$ cat src/rtl/fir_pkg.sv
// Shared types, default coefficient table and arithmetic helpers for the
// time-multiplexed FIR filter.
package fir_pkg;

  typedef enum logic [1:0] {
    IDLE = 2'd0,
    MAC  = 2'd1,
    DONE = 2'd2
  } fir_state_t;

  localparam int COEF_TABLE_LEN = 32;

  // Symmetric 32-tap windowed-sinc lowpass in Q1.15, DC gain close to 1.0.
  localparam int COEF_TABLE [COEF_TABLE_LEN] = '{
    -40,  -60,  -50,  100,  220,  300,  260,   60,
   -260, -560, -600, -300,  900, 3000, 5600, 7800,
   7800, 5600, 3000,  900, -300, -600, -560, -260,
     60,  260,  300,  220,  100,  -50,  -60,  -40
  };

  function automatic int fir_acc_width(int data_w, int coef_w, int taps);
    return data_w + coef_w + $clog2(taps);
  endfunction

  // Taps beyond the table length start at zero.
  function automatic int fir_default_coef(int k);
    return (k < COEF_TABLE_LEN) ? COEF_TABLE[k] : 0;
  endfunction

  // Clamps v to the signed range of a w-bit value.
  function automatic longint fir_sat(longint v, int w);
    longint hi;
    longint lo;
    hi = (longint'(1) <<< (w - 1)) - 1;
    lo = -(longint'(1) <<< (w - 1));
    if (v > hi) return hi;
    if (v < lo) return lo;
    return v;
  endfunction

endpackage

$ cat src/rtl/fir_delay_line.sv
// Circular sample history: one write port at wr_ptr and a combinational read
// of the sample k steps back from the newest one.
module fir_delay_line #(
  parameter int DATA_WIDTH = 16,
  parameter int NUM_TAPS   = 32
) (
  input  logic                        clk_i,
  input  logic                        rst_ni,
  input  logic                        wr_en_i,
  input  logic [DATA_WIDTH-1:0]       wr_data_i,
  input  logic                        adv_i,
  input  logic [$clog2(NUM_TAPS)-1:0] rd_k_i,
  output logic [DATA_WIDTH-1:0]       rd_data_o
);

  localparam int AW = $clog2(NUM_TAPS);

  logic [DATA_WIDTH-1:0] mem_q [NUM_TAPS];
  logic [AW-1:0]         wr_ptr_q;
  logic [AW-1:0]         wr_ptr_d;

  // NUM_TAPS is a power of two, so pointer arithmetic wraps for free.
  assign wr_ptr_d  = adv_i ? wr_ptr_q + 1'b1 : wr_ptr_q;
  assign rd_data_o = mem_q[wr_ptr_q - rd_k_i];

  always_ff @(posedge clk_i or negedge rst_ni) begin
    if (!rst_ni) begin
      wr_ptr_q <= '0;
      for (int i = 0; i < NUM_TAPS; i++) begin
        mem_q[i] <= '0;
      end
    end else begin
      wr_ptr_q <= wr_ptr_d;
      if (wr_en_i) begin
        mem_q[wr_ptr_q] <= wr_data_i;
      end
    end
  end

endmodule

$ cat src/rtl/fir_mac_filter.sv
// Single-MAC FIR filter: one tap per cycle over a circular delay line, with
// runtime-loadable coefficients, round-half-up and output saturation.
module fir_mac_filter
  import fir_pkg::*;
#(
  parameter int DATA_WIDTH = 16,
  parameter int COEF_WIDTH = 16,
  parameter int NUM_TAPS   = 32,
  parameter int OUT_SHIFT  = 15
) (
  input  logic                        clk_in,
  input  logic                        rst_n_in,
  input  logic [DATA_WIDTH-1:0]       sample_in,
  input  logic                        sample_valid_in,
  output logic                        busy_out,
  input  logic                        coef_wr_in,
  input  logic [$clog2(NUM_TAPS)-1:0] coef_addr_in,
  input  logic [COEF_WIDTH-1:0]       coef_data_in,
  output logic                        coef_rej_out,
  output logic [DATA_WIDTH-1:0]       filtered_out,
  output logic                        data_ready_out,
  output logic                        overrun_out,
  input  logic                        clear_ovr_in,
  output logic [1:0]                  state_dbg_out
);

  localparam int AW         = $clog2(NUM_TAPS);
  localparam int ACC_WIDTH  = fir_acc_width(DATA_WIDTH, COEF_WIDTH, NUM_TAPS);
  localparam int PROD_WIDTH = DATA_WIDTH + COEF_WIDTH;
  localparam logic signed [ACC_WIDTH:0] RND_BIAS = (ACC_WIDTH + 1)'(1) <<< (OUT_SHIFT - 1);

  // Handshake: a sample is taken on any edge where sample_valid_in is high
  // and busy_out is low; while busy_out is high it is dropped and flagged.

  fir_state_t                   state_q;
  logic [AW-1:0]                k_q;
  logic signed [ACC_WIDTH-1:0]  acc_q;
  logic [DATA_WIDTH-1:0]        filt_q;
  logic                         rdy_q;
  logic                         busy_q;
  logic                         ovr_q;
  logic                         rej_q;

  logic                         accept;
  logic                         last_tap;
  logic                         coef_we;
  logic signed [DATA_WIDTH-1:0] x_rd;
  logic signed [COEF_WIDTH-1:0] c_rd;
  logic signed [PROD_WIDTH-1:0] prod;
  logic signed [ACC_WIDTH:0]    rnd_sum;
  logic signed [ACC_WIDTH:0]    rnd_shift;
  logic [DATA_WIDTH-1:0]        sat_val;
  logic [COEF_WIDTH-1:0]        coef_arr [NUM_TAPS];

  assign accept   = (state_q == IDLE) && sample_valid_in;
  assign last_tap = (state_q == MAC) && (k_q == AW'(NUM_TAPS - 1));
  assign coef_we  = (state_q == IDLE) && coef_wr_in;

  fir_delay_line #(
    .DATA_WIDTH (DATA_WIDTH),
    .NUM_TAPS   (NUM_TAPS)
  ) u_delay_line (
    .clk_i     (clk_in),
    .rst_ni    (rst_n_in),
    .wr_en_i   (accept),
    .wr_data_i (sample_in),
    .adv_i     (last_tap),
    .rd_k_i    (k_q),
    .rd_data_o (x_rd)
  );

  // Coefficient storage survives reset; it powers up with the default table.
  for (genvar g = 0; g < NUM_TAPS; g++) begin : g_coef
    logic [COEF_WIDTH-1:0] c_q = COEF_WIDTH'(fir_default_coef(g));
    always_ff @(posedge clk_in) begin
      if (coef_we && (coef_addr_in == AW'(g))) begin
        c_q <= coef_data_in;
      end
    end
    assign coef_arr[g] = c_q;
  end

  assign c_rd      = coef_arr[k_q];
  assign prod      = x_rd * c_rd;
  assign rnd_sum   = (ACC_WIDTH + 1)'(acc_q) + RND_BIAS;
  assign rnd_shift = rnd_sum >>> OUT_SHIFT;
  assign sat_val   = DATA_WIDTH'(fir_sat(64'(rnd_shift), DATA_WIDTH));

  always_ff @(posedge clk_in or negedge rst_n_in) begin
    if (!rst_n_in) begin
      state_q <= IDLE;
      k_q     <= '0;
      acc_q   <= '0;
      filt_q  <= '0;
      rdy_q   <= 1'b0;
      busy_q  <= 1'b0;
      ovr_q   <= 1'b0;
      rej_q   <= 1'b0;
    end else begin
      rdy_q <= 1'b0;
      rej_q <= busy_q && coef_wr_in;
      // A drop in the same cycle as a clear keeps the flag set.
      if (busy_q && sample_valid_in) begin
        ovr_q <= 1'b1;
      end else if (clear_ovr_in) begin
        ovr_q <= 1'b0;
      end
      case (state_q)
        IDLE: begin
          if (sample_valid_in) begin
            acc_q   <= '0;
            k_q     <= '0;
            busy_q  <= 1'b1;
            state_q <= MAC;
          end
        end
        MAC: begin
          acc_q <= acc_q + ACC_WIDTH'(prod);
          k_q   <= k_q + 1'b1;
          if (last_tap) begin
            state_q <= DONE;
          end
        end
        DONE: begin
          filt_q  <= sat_val;
          rdy_q   <= 1'b1;
          busy_q  <= 1'b0;
          state_q <= IDLE;
        end
        default: begin
          busy_q  <= 1'b0;
          state_q <= IDLE;
        end
      endcase
    end
  end

  assign busy_out       = busy_q;
  assign coef_rej_out   = rej_q;
  assign filtered_out   = filt_q;
  assign data_ready_out = rdy_q;
  assign overrun_out    = ovr_q;
  assign state_dbg_out  = state_q;

endmodule

$ cat config.mk
export PLATFORM = sky130hd
export DESIGN_NAME = fir_mac_filter
export DESIGN_NICKNAME = d
export VERILOG_FILES = /design/src/rtl/fir_pkg.sv /design/src/rtl/fir_delay_line.sv /design/src/rtl/fir_mac_filter.sv
export SDC_FILE = /design/constraint.sdc
export NUM_CORES = 2
export LEC_CHECK = 0
export ABC_CLOCK_PERIOD_IN_PS = 15850
export BUFFER_PORTS_ARGS = -buffer_cell sky130_fd_sc_hd__buf_2
export CAP_MARGIN = 15
export CORE_UTILIZATION = 45
export CTS_CLUSTER_DIAMETER = 100
export DETAILED_ROUTE_END_ITERATION = 10
export PLACE_DENSITY_LB_ADDON = 0.25
export RECOVER_POWER = 100
export SLEW_MARGIN = 20
export SYNTH_ARGS = -nofsm -noshare
export SYNTH_HDL_FRONTEND = slang
export SYNTH_SLANG_ARGS = --single-unit
export TNS_END_PERCENT = 20
$ cat constraint.sdc
create_clock -name clk_in -period 15.85 [get_ports clk_in]
set_input_delay 3.17 -clock clk_in [delete_from_list [all_inputs] [get_ports clk_in]]
set_output_delay 3.17 -clock clk_in [all_outputs]
set_load 0.02 [all_outputs]
# After elaboration in Yosys (flattened, before gate mapping)

Cells that the tools add are included.
Widths: inputs -> output; s select.

$add $sub $neg: 5
Multiply operators: 1
Divide/modulo/power cells: 0
Magnitude comparators: 6
Equal/unequal tests: 36
Shift operators: 0
Multiplexer cells: 28
Bitwise operators: 4
Reduce and logical (&&, ||, !) cells: 45

Operators by type and width:

| cell                   | count |
|---|---|
| $bwmux 512             | 1 |
| $bmux 16 s5            | 2 |
| $mux 16                | 8 |
| $eq 5x5->1 const B     | 17 |
| $demux 16 s5           | 1 |
| $pmux 37 s2            | 1 |
| $eq 5x4->1 const B     | 8 |
| $add 37x16->38 const B | 1 |
| $logic_and 1x1->1      | 38 |
| $add 37x32->37         | 1 |
| $mux 37                | 1 |
| $mul 16x16->32         | 1 |
| $gt 23x16->1 const B   | 1 |
| $lt 23x16->1 const B   | 1 |
| $eq 5x3->1 const B     | 4 |
| $ge 6x6->1 const B     | 3 |
| $not 5->6              | 3 |
| $mux 15                | 1 |
| $add 5x1->5 const B    | 2 |
| $eq 5x2->1 const B     | 2 |
| $pmux 5 s2             | 1 |
| $mux 1                 | 7 |
| $lt 6x1->1 const B     | 1 |
| $reduce_and 2->1       | 3 |
| 14 further kinds       | 16 |

Register bits after elaboration: 1093
Bits in latches: 0
Memory bits (writable): 0
Bits in read-only memories: 0
Output and inout port bits: 22
Memories: 0

# Depth between registers and ports, before layout

Word-level depth: 8
Mapped depth: 35
Gate-level depth less buffers: 30

# Modules after synthesis

Synthesis repeated with hierarchy kept, for this count alone.

Cells, all modules: 4514
Area, all modules: 60162.7 um2

By module, submodules not included:

| module         | instances | cells an instance | area each (um2) | sequential area each (um2) |
|---|---|---|---|---|
| fir_mac_filter | 1         | 2580              | 35074.9         | 16976.3 |
| fir_delay_line | 1         | 1934              | 25087.8         | 12937.4 |

# Least setup slack after synthesis

OpenSTA, ideal clock, no wires.

Path type: reg-to-reg
Start point: register k_q[1]
End point: register acc_q[34]
Setup time: 0.122 ns
Arrival time: 8.411 ns
Path slack: 7.317 ns
Cell stages (with the launch flop): 35
Buffers on the path: 6
Period minus slack after synthesis: 8.533 ns
Cell sequence: dfrtp_1 > clkbuf_2 > buf_4 > clkbuf_1 > buf_2 > inv_1 > ha_1 > nand3b_1 > nand2_1 > xor2_2 > clkbuf_1 > mux4_2 > mux2i_2 > buf_4 > or2_2 > fa_1 > inv_1 > fa_1 > inv_1 > fa_1 > inv_1 > fa_1 > inv_1 > fa_1 > inv_1 > fa_1 > ha_1 > a21o_1 > a31o_2 > a221oi_1 > a21oi_1 > o21ai_1 > a31oi_1 > or3_1 > a32o_1

Longest elaborated chain between the ends: 8
Elaborated cells between the ends (all ways): 12
Those cells by class: add/sub: 2; mul: 1; mux: 7; bitwise: 2

RTL lines:

| element                                    | RTL line              | text |
|---|---|---|
| start: declaration                         | fir_mac_filter.sv:36  | `logic [AW-1:0] k_q;` |
| start signal: assignment                   | fir_mac_filter.sv:119 | `k_q <= k_q + 1'b1;` |
| $sub 5x5->5                                | fir_delay_line.sv:24  | `assign rd_data_o = mem_q[wr_ptr_q - rd_k_i];` |
| $not 5->6 (implied by the code)            | fir_delay_line.sv:24  |  |
| $bmux 16 s5                                | fir_delay_line.sv:24  |  |
| $mux 16 (implied by the code) (2 in a row) | fir_delay_line.sv:24  |  |
| $mul 16x16->32 (*)                         | fir_mac_filter.sv:84  | `assign prod = x_rd * c_rd;` |
| $add 37x32->37 (*)                         | fir_mac_filter.sv:118 | `acc_q <= acc_q + ACC_WIDTH'(prod);` |
| $pmux 37 s2 (*)                            | fir_mac_filter.sv:108 | `case (state_q)` |
| end signal: assignment                     | fir_mac_filter.sv:118 |  |
| end: declaration                           | fir_mac_filter.sv:37  | `logic signed [ACC_WIDTH-1:0] acc_q;` |

Mark *: on every way between the ends. The rest lies on a longest branch, timed or not. The select of a mux whose other input is x is not followed.
A chain may end at the register's enable or synchronous reset.

# Final worst setup path

Start point: register k_q[0]
End point: register acc_q[34]

The elaborated chain is that of the path after synthesis.

==> flow_summary_export.csv <==
group,metric,value,unit
placed_design,place.gp.congestion,0.809,
run_status,violations,"max-capacitance violations, max-slew violations",
timing,post-route-min-period,12860,ps
placed_design,dpl.hpwl,84.4,mm
setup_path,start_kind,"flip-flop",
timing,max_freq,77.8,MHz
floorplan,die_w,362,um
timing,slew_headroom,-2.64,
layout,seq_area,29900,um^2
setup_path,crit_type,"flip-flop to flip-flop",
global_routing,grt_antenna_before_repair,13,
clock_tree,cts_max_level,3,
route,ant_nets,0,
timing,rsz0062_at_grt,"false",
clock_tree,clockBufferDepth,3,
clock_tree,cts.repair.resized,0,
global_routing,grt_remaining_overflow,0,
run_status,status,"finished, violations left",
global_routing,grt_pass1_vias,33346,
synthesis,yosysUniqueCellTypes,64,
synthesis,ys_top_cells_by_count,"581 x dfrtp_1, 515 x mux2_2, 512 x edfxtp_1, 368 x inv_1, 320 x fa_1",
clock_tree,clkTransAtPathRegs,60,ps
synthesis,ys_seq_area_frac,0.514,
timing,slew_violations,730,
synthesis,synth_area_leaders,"edfxtp_1 26%, dfrtp_1 25%, mux4_2 12%, fa_1 11%, mux2_2 10%",
synthesis,yosys_warnings,0,
synthesis,synth_most_common_cell,"dfrtp_1",
timing,setup_viol,0,
setup_path,endpoint_kind,"flip-flop",
route,wl_per_cell,24.4,um
route,vias_per_cell,5.65,
route,wirelength,136,mm
layout,stdcell_area,63800,um^2
synthesis,synth_top_area_share,0.264,
global_routing,track_usage,0.214,
timing,timing.final.hold_violations,0,
synthesis,syn_area,58200,um^2
layout,drive_above_1_share,0.306,
synthesis,ys_ff_latch,1093,
clock_tree,clock-root-buffer,"clkbuf_16",
route,drtIter0Drc,2538,
clock_tree,cts.sinks,1093,
layout,fill_cells,10865,
synthesis,async_flop_share,0.532,
floorplan,start_util,0.455,
layout,areaGrowthSynthToFinish,9.75,%
setup_path,cp.arrival,13500,ps
placed_design,io_buffers,63,
worst_hold_path,hold_path_depth,2,
floorplan,core_area,128000,um^2
worst_hold_path,worstHoldPathType,"flip-flop to flip-flop",
placed_design,place_area,60400,um^2
timing,period_share,0.811,
route,drc_errors,0,
layout,multi_input_area,25800,um^2
synthesis,synth_cells,3755,
route,num_vias,31465,
timing,worst_pin_slew,5460,ps
synthesis,syn_avg_cell_area,15.5,um^2
floorplan,die_h,362,um
layout,final_nets,4291,
floorplan,top_level_ports,64,
setup_path,critical-path-max-stage-delay,2130,ps
setup_path,worst-path-max-fanout,45,
setup_path,rr_worst_depth,26,
clock_tree,worstSkewPairLatency,750,ps
job,timing.max_cap.violations,33,
timing,skew,38.2,ps
synthesis,syn_nets,4236,
clock_tree,numCtsBuffers,112,
clock_tree,ctsHoldBuffers,0,
setup_path,critPathMostFrequentCell,"fa_1",
route,dr.pass1.iters,5,
global_routing,grt_max_degree,169,
synthesis,yosysTopAreaCell,"edfxtp_1",
synthesis,synth_ff_type,"dfrtp_1",
timing,tns,0,ps
global_routing,grt_pass1_wl,211,mm
clock_tree,cts_tree,"done",
floorplan,fp.dieArea,131000,um^2
clock_tree,post_cts_buffers,0,
setup_path,slowest_stage,"clkbuf_1",
floorplan,num_rows,131,
setup_path,cp.required,16490,ps
synthesis,synth_edf_count,512,
-- sequential cells by signal (all words and copies together) (netlist names) --
name and flops:
g_coef.c_q 512, u_delay_line.mem_q 512, acc_q 37, filtered_out 16, k_q 5, u_delay_line.wr_ptr_q 5
state_dbg_out 2, busy_out 1, coef_rej_out 1, data_ready_out 1, overrun_out 1
-- cell families after synthesis --
group / share of synthesized area
adder cells (fa/ha/maj): 0.136
multiplexers: 0.233
flip-flops: 0.514
AO/OA/AOI/OAI: 0.0218
AND/OR/NAND/NOR: 0.0448
XOR/XNOR: 0.00766
buffers and inverters: 0.0427
-- per-layer routing --
metal / part of all wire / wire, um / vias to the layer above / GRT usage
li1: - / - / 13578 / -
met2: 0.46 / 62200 / 814 / 0.328
met3: 0.057 / 7780 / 200 / 0.0351
met4: 0.019 / 2610 / 10 / 0.0527
met5: 0.00052 / 70 / - / 0
met1: 0.46 / 62900 / 16863 / 0.319
-- cell type report --
| class | instances | area share |
|---|---|---|
| clock inverter | 46 | 0.00945 |
| clock buffer | 160 | 0.0507 |
| tap | 1662 | 0.0326 |
| antenna | 3 | 0.000118 |
| inverter | 370 | 0.0218 |
| timing repair buffer | 157 | 0.0119 |
| sequential | 1093 | 0.469 |
| multi-input combinational | 2076 | 0.405 |
-- final timing paths --
kind	from	end	slack, ps
setup / recovery	k_q[0]	acc_q[34]	2990
hold / removal	filtered_out[0]	filtered_out[0]	480
setup reg to reg	k_q[0]	acc_q[34]	2990
hold reg to reg	filtered_out[0]	filtered_out[0]	480
max in group asynchronous	rst_n_in	u_delay_line.mem_q[113]	4750
min in group asynchronous	rst_n_in	u_delay_line.mem_q[394]	4410
-- critical path: cells and delay by family, from the launching register on --
family / cells / cell delay, ps
buffers and inverters: 5 / 2330
AO/OA/AOI/OAI: 7 / 2060
adder cells (fa/ha/maj): 9 / 4850
flip-flops: 1 / 780
multiplexers: 3 / 2180
AND/OR/NAND/NOR: 2 / 480
-- layout by cell type (no fill, tap or decap), types with 17 or more instances in the layout --
cell / count
nand3_1: 21
nand2_1: 85
clkbuf_8: 17
clkbuf_16: 116
mux4_2: 317
dfrtp_1: 578
o211ai_1: 17
ha_1: 119
inv_1: 368
buf_2: 20
nor2_1: 165
edfxtp_1: 512
o21ai_0: 47
fa_1: 319
or2_1: 51
xnor2_1: 33
mux2i_4: 17
a21oi_1: 34
nor2_2: 20
nor2b_1: 17
clkbuf_1: 128
o21a_1: 20
buf_4: 35
mux2_2: 515
or2_2: 81
-- per-stage QoR --
stage | setup slack [ps] | hold slack (ps) | utilization | cells
2_1_floorplan | 7320 | 456 | - | 3755
3_3_place_gp | 4750 | 470 | 0.473 | 5358
3_5_place_dp | 4760 | 461 | 0.473 | 5358
4_1_cts | 4720 | 475 | 0.503 | 5564
5_1_grt | 2170 | 507 | 0.499 | 5565
6_report | 2990 | 479 | 0.499 | 5567
Power is left out: the tool's default activity adds up to more than one toggle a clock period on the data nets, which glitch-free logic cannot reach.
